`src/rtl/memory_bank_scheduler.sv`:
```
// memory_bank_scheduler: admission, occupancy tracking and round-robin read
// selection for the shared per-VC flit bank of one input port.
module memory_bank_scheduler #(
  parameter int max_vc_number     = 10,
  parameter int memory_bank_depth = 32,
  parameter int max_flits_per_vc  = 16,
  localparam int cnt_width = $clog2(memory_bank_depth + 1),
  localparam int ptr_width = (max_vc_number > 1) ? $clog2(max_vc_number) : 1
) (
  input  logic                                 clk,
  input  logic                                 reset,
  input  logic                                 wr_req,
  input  logic [0:max_vc_number-1]             wr_vc,
  output logic                                 wr_accept,
  input  logic [0:max_vc_number-1]             rd_ready,
  output logic                                 write_enable,
  output logic [0:max_vc_number-1]             vc_written_into,
  output logic                                 read_enable,
  output logic [0:max_vc_number-1]             vc_read_from,
  output logic                                 flit_out_valid,
  output logic [0:max_vc_number-1]             flit_out_vc,
  output logic [0:max_vc_number*cnt_width-1]   vc_count,
  output logic [0:max_vc_number-1]             vc_nonempty,
  output logic                                 bank_full,
  output logic                                 bank_empty
);

  logic [cnt_width-1:0] count [max_vc_number];
  logic [cnt_width-1:0] total_count;
  logic [ptr_width-1:0] rr_ptr;
  logic [0:max_vc_number-1] elig;
  logic [0:max_vc_number-1] grant;
  logic [ptr_width-1:0] grant_idx;
  logic                 grant_found;
  logic [cnt_width-1:0] wr_target_count;
  logic                 wr_vc_onehot;

  // True when exactly one bit of the VC vector is set.
  function automatic logic is_onehot(input logic [0:max_vc_number-1] vec);
    int ones;
    ones = 0;
    for (int i = 0; i < max_vc_number; i++) ones += int'(vec[i]);
    return (ones == 1);
  endfunction

  // Status flags and the packed occupancy view, VC0 in the leftmost slice.
  always_comb begin
    vc_count    = '0;
    vc_nonempty = '0;
    for (int v = 0; v < max_vc_number; v++) begin
      vc_count[v*cnt_width +: cnt_width] = count[v];
      vc_nonempty[v] = (count[v] != '0);
    end
    bank_full  = (total_count == cnt_width'(memory_bank_depth));
    bank_empty = (total_count == '0);
  end

  // Write admission: one-hot target, room in the bank and under the VC cap.
  always_comb begin
    wr_target_count = '0;
    for (int v = 0; v < max_vc_number; v++)
      if (wr_vc[v]) wr_target_count = wr_target_count | count[v];
    wr_vc_onehot    = is_onehot(wr_vc);
    write_enable    = reset & wr_req & wr_vc_onehot & ~bank_full &
                      (wr_target_count < cnt_width'(max_flits_per_vc));
    wr_accept       = write_enable;
    vc_written_into = write_enable ? wr_vc : '0;
  end

  // Round-robin pick of the first eligible VC at or after rr_ptr.
  always_comb begin
    int idx;
    idx         = 0;
    grant       = '0;
    grant_idx   = '0;
    grant_found = 1'b0;
    for (int v = 0; v < max_vc_number; v++)
      elig[v] = (count[v] != '0) & rd_ready[v];
    for (int i = 0; i < max_vc_number; i++) begin
      idx = int'(rr_ptr) + i;
      if (idx >= max_vc_number) idx = idx - max_vc_number;
      if (!grant_found && elig[idx]) begin
        grant_found = 1'b1;
        grant[idx]  = 1'b1;
        grant_idx   = ptr_width'(idx);
      end
    end
    read_enable  = reset & grant_found;
    vc_read_from = reset ? grant : '0;
  end

  // Occupancy counters, arbitration pointer and the read-data tag.
  always_ff @(posedge clk) begin
    if (!reset) begin
      for (int v = 0; v < max_vc_number; v++) count[v] <= '0;
      total_count    <= '0;
      rr_ptr         <= '0;
      flit_out_valid <= 1'b0;
      flit_out_vc    <= '0;
    end else begin
      for (int v = 0; v < max_vc_number; v++) begin
        case ({vc_written_into[v], vc_read_from[v]})
          2'b10:   count[v] <= count[v] + 1'b1;
          2'b01:   count[v] <= count[v] - 1'b1;
          default: count[v] <= count[v];
        endcase
      end
      case ({write_enable, read_enable})
        2'b10:   total_count <= total_count + 1'b1;
        2'b01:   total_count <= total_count - 1'b1;
        default: total_count <= total_count;
      endcase
      if (read_enable)
        rr_ptr <= (grant_idx == ptr_width'(max_vc_number - 1)) ? '0 : grant_idx + 1'b1;
      flit_out_valid <= read_enable;
      flit_out_vc    <= vc_read_from;
    end
  end

endmodule

```
`config.mk`:
```
export PLATFORM = sky130hd
export DESIGN_NAME = memory_bank_scheduler
export DESIGN_NICKNAME = d
export VERILOG_FILES = /design/src/rtl/memory_bank_scheduler.sv
export SDC_FILE = /design/constraint.sdc
export NUM_CORES = 1
export LEC_CHECK = 0
export ABC_AREA = 1
export CORE_ASPECT_RATIO = 0.6
export CORE_MARGIN = 10
export CORE_UTILIZATION = 62
export DETAILED_ROUTE_END_ITERATION = 12
export GPL_TIMING_DRIVEN = 0
export PLACE_DENSITY = 0.86
export SLEW_MARGIN = 0
export SYNTH_ARGS = -nofsm -noshare
export SYNTH_HDL_FRONTEND = slang
export SYNTH_SLANG_ARGS = --single-unit
```
`constraint.sdc`:
```
create_clock -name clk -period 16.75 [get_ports clk]
set_input_delay 1.675 -clock clk [delete_from_list [all_inputs] [get_ports clk]]
set_output_delay 1.675 -clock clk [all_outputs]
set_load 0.01 [all_outputs]
```
==> run summary <==
The run finished with clean final reports. The cell area after synthesis came out at 10000 um^2. Yosys attributes the largest share of cell area to edfxtp_1 (18%), ha_1 (11%), nand2_1 (11%), inv_1 (9.3%), nor2_1 (6.1%). The aggregate global-route resource usage is 32.7%.

The cell repeated most along the worst path is fa_1. The end-of-flow core utilization came out at 75.9%. Measured along the y axis, the die boundary spans 119 um.

The final-report hold violation count was 0. After synthesis, the largest area contributor takes up 17.9% of total cell area. The number of global-route vias before repair is 10300. The first detailed-routing pass ran for 7 iterations. The placed instance count came out at 1820. For the worst setup path, the data arrival time is 6.57 ns. The initial core utilization came out at 64.3%.

Setup repair after global routing left no endpoint under its margin. The clock tree from TritonCTS is yes. The worst-path maximum fanout is 10. The pin slew with the least headroom to its limit came out at 1.40 ns.

The main flop type after synthesis is edfxtp_1. The register-to-register path setup slack is 9.15 ns. The number of nets in the finished design is 1757. Counting both buffers and inverters, the worst setup path holds a total of 6. The net count of the mapped netlist is 1619. Broken down by cell family, the worst path's largest delay share belongs to adder cells. On the worst path, the slowest cell contributes a delay of 0.61 ns.

The vias after detailed routing is 11200. The die covers 21900 um^2. The total power consumption of the routed design came out at 2.49 mW. The number of design-rule violations left by the first detailed-router iteration is 1693. The buffers inserted during post-CTS setup optimization came out at 0. The number of I/O pins is 129.

For this design, the slowest cell found on the critical path is clkdlybuf4s50_1. The endpoint identified for the worst register-to-register timing path is count[7][1]. On the final layout, the worst hold slack is 0.511 ns. In this run, post-CTS hold repair placed 0 buffers.

The largest clock skew in the final design is 0.0106 ns. The maximum number of pins on one net before global-route repair came out at 15. The number of antenna violations at the first check in global routing is 0. The H-tree level count came out at 3. The biggest area contributor in the post-synthesis netlist is edfxtp_1. The post-synthesis sequential area ratio came out at 22.1%. Compared with the post-synthesis result, the final layout area differs by 18.1%. The count of inserted antenna diode cells is 0. The count of cell types in the netlist came out at 66. The setup slack of the critical path after layout is 8.50 ns. The worst-case hold path end point is total_count[5]. The worst-case IR drop observed on VDD is 145 uV. Max-cap violations in this run came to 0. The final worst-path cycle share is 49.3%. The number of buffers on the longest clock path came out at 2. The x dimension of the die came out at 184 um. Timing analysis after detailed placement gives a worst setup slack of 8.62 ns. The count of warnings emitted by yosys came out at 0. The synthesized instance count came out at 1490. The worst hold path begins at total_count[5]. In the synthesized netlist the async set-or-reset flop fraction comes to 0%.

The synthesized area per cell came out at 6.74 um^2. The maximum clock frequency came out at 121 MHz. The fraction of layout cells with a size suffix above 1 is 9.86%.

The non-filler instance count after layout is 1836. The residual antenna-violating net count after detailed routing came out at 0. The ratio of routed vias to standard cells came out at 6.12. Counting flops with a built-in enable in the synthesized netlist gives 60. The type of the tightest min-delay check is flip-flop to flip-flop. Dividing total power by cell area gives a power density of 210 nW/um^2. Detailed placement finished with a half-perimeter wire length of 30.6 mm. The setup total negative slack came out at 0 ns.

The clock reaches the later pin of the worst-skew pair after 0.35 ns. The routed wire length per instance is 20.2 um. The design area is 11900 um^2. The total congestion overflow after global routing came out at 0. The root buffer selected by CTS is clkbuf_16.

In this run the static leakage power is 5.89 nW. The remaining max-slew budget at the tightest pin is 5.19%. The count of input and output buffers is 127. The number of synthesized register bits is 81. The floorplan step defined a core boundary enclosing 15600 um^2. The critical path goes through clkdlybuf4s50_1, fa_1, fa_1, inv_1, fa_1, inv_1, ha_1, inv_1, fa_1, nand2_1, nor2_1, o211ai_1, nor4_1, nand3_1, clkbuf_1, nor2_1, clkdlybuf4s50_1. The remaining design rule violation count came out at 0. The tree built by TritonCTS fans out to 81 sinks. The max-slew violation total from the final report came out at 0. The minimum clock period after layout came out at 8.25 ns. The number of instances on the worst hold path came out at 2. The category of the critical setup timing path is primary input to output port.

STA classifies the critical path endpoint as an output port. Setup violations remaining at the end of the flow were counted as 0. The count of cells resized by post-cts repair is 0.

For this block, the routed nets add up to 37.2 mm of wire. The first-pass GRT wire length came out at 56.8 mm. STA classifies the critical path startpoint as a primary input. The floorplan row count is 35. The congestion estimate from routability-driven global placement came to 1.07. The clock transition time at the flip-flop clock pins of the worst setup and hold paths is 0.07 ns. The placed standard-cell area came out at 11600 um^2. The clock buffer count from CTS is 9. The data required time of the critical path is 15.07 ns. The startpoint of the lowest-slack register-to-register path is rr_ptr[0].

The number of cells on the worst reg-to-reg path is 30.
layout by cell type, fill, tap and decap left out, types with 18 or more instances in the layout:
cell type	synthesis	routed
nand3_1	118	118
nand4_1	28	28
nor2_1	163	163
or2_2	32	32
inv_1	250	250
o21ai_0	73	73
a21oi_1	87	87
nand2_1	289	289
edfxtp_1	60	60
inv_2	20	20
nand2_2	18	18
dfxtp_1	21	21
clkdlybuf4s50_1	0	127
ha_1	89	89
nor3_1	24	24
routing by layer:
layer  track usage (%)  vias to the layer above  wire length [um]
met5                 0                        -                 0
met4              7.95                        0               835
met3              17.1                       87              6910
met2              42.6                      877             14000
met1              45.5                     5081             15400
li1                  -                     5185                 -
cell families after synthesis:
family	count (synthesis)	synth area share [%]
AOI/OAI and AO/OA	246	14.6
and+or+nand+nor	732	34.3
adders and majority gates	106	14.5
xor gates and xnor gates	30	3.06
DFF	81	22.1
buffers and inverters	295	11.5
worst max-delay path by stage:
| stage | from | cells past startpoint | end |
|---|---|---|---|
| finish | wr_vc[2] | 17 | vc_written_into[3] |
| global route | wr_vc[8] | 17 | vc_written_into[4] |
| CTS | wr_vc[8] | 17 | vc_written_into[3] |
| detailed placement | wr_vc[8] | 17 | vc_written_into[3] |
| global placement | wr_vc[8] | 17 | vc_written_into[3] |
| floorplan | wr_vc[9] | 27 | count[1][5] |
report_power, final:
group	switching [mW]	internal, mW
combinational	1.33	0.585
sequential	0.0723	0.294
clock	0.0875	0.116
synth_stat cells, types with 4 or more instances:
library cell and count:
nand2_1 289, inv_1 250, nor2_1 163, nand3_1 118
ha_1 89, a21oi_1 87, o21ai_0 73, edfxtp_1 60
or2_2 32, nand4_1 28, nor3_1 24, dfxtp_1 21
inv_2 20, nand2_2 18, fa_1 17, xor2_1 17
a31oi_1 15, nand3_2 13, o21ai_1 13, nor2_2 11
clkbuf_1 9, o211ai_1 9, o21a_1 9, or3_1 8
a21oi_2 7, xnor2_1 7, nor2_4 6, xor2_2 6
nor4_1 5, buf_6 4, nand2_4 4, o2111ai_1 4
o21ai_2 4
worst register-to-register path: cells and delay by family (launching register included):
kind | cells | cell delay, ns
AOI/OAI and AO/OA | 5 | 2.25
adders and majority gates | 2 | 0.66
buffers and inverters | 11 | 2.22
DFF | 1 | 0.41
and+or+nand+nor | 12 | 1.69
cell type report:
cell class	count	area [um^2]
flip-flops and latches	81	2220
plain buffers	21	124
fillers	1232	3760
clock buffers	10	229
clock inverters	6	68.8
multi-input cells	1114	6670
well taps	203	254
repair buffers	127	1270
inverters	274	1030
state kept, by name, summed over array words and instances (netlist names):
signal	flops
count	60
rr_ptr	4
flit_out_vc	10
flit_out_valid	1
total_count	6
(Power assumes the default switching activity.)
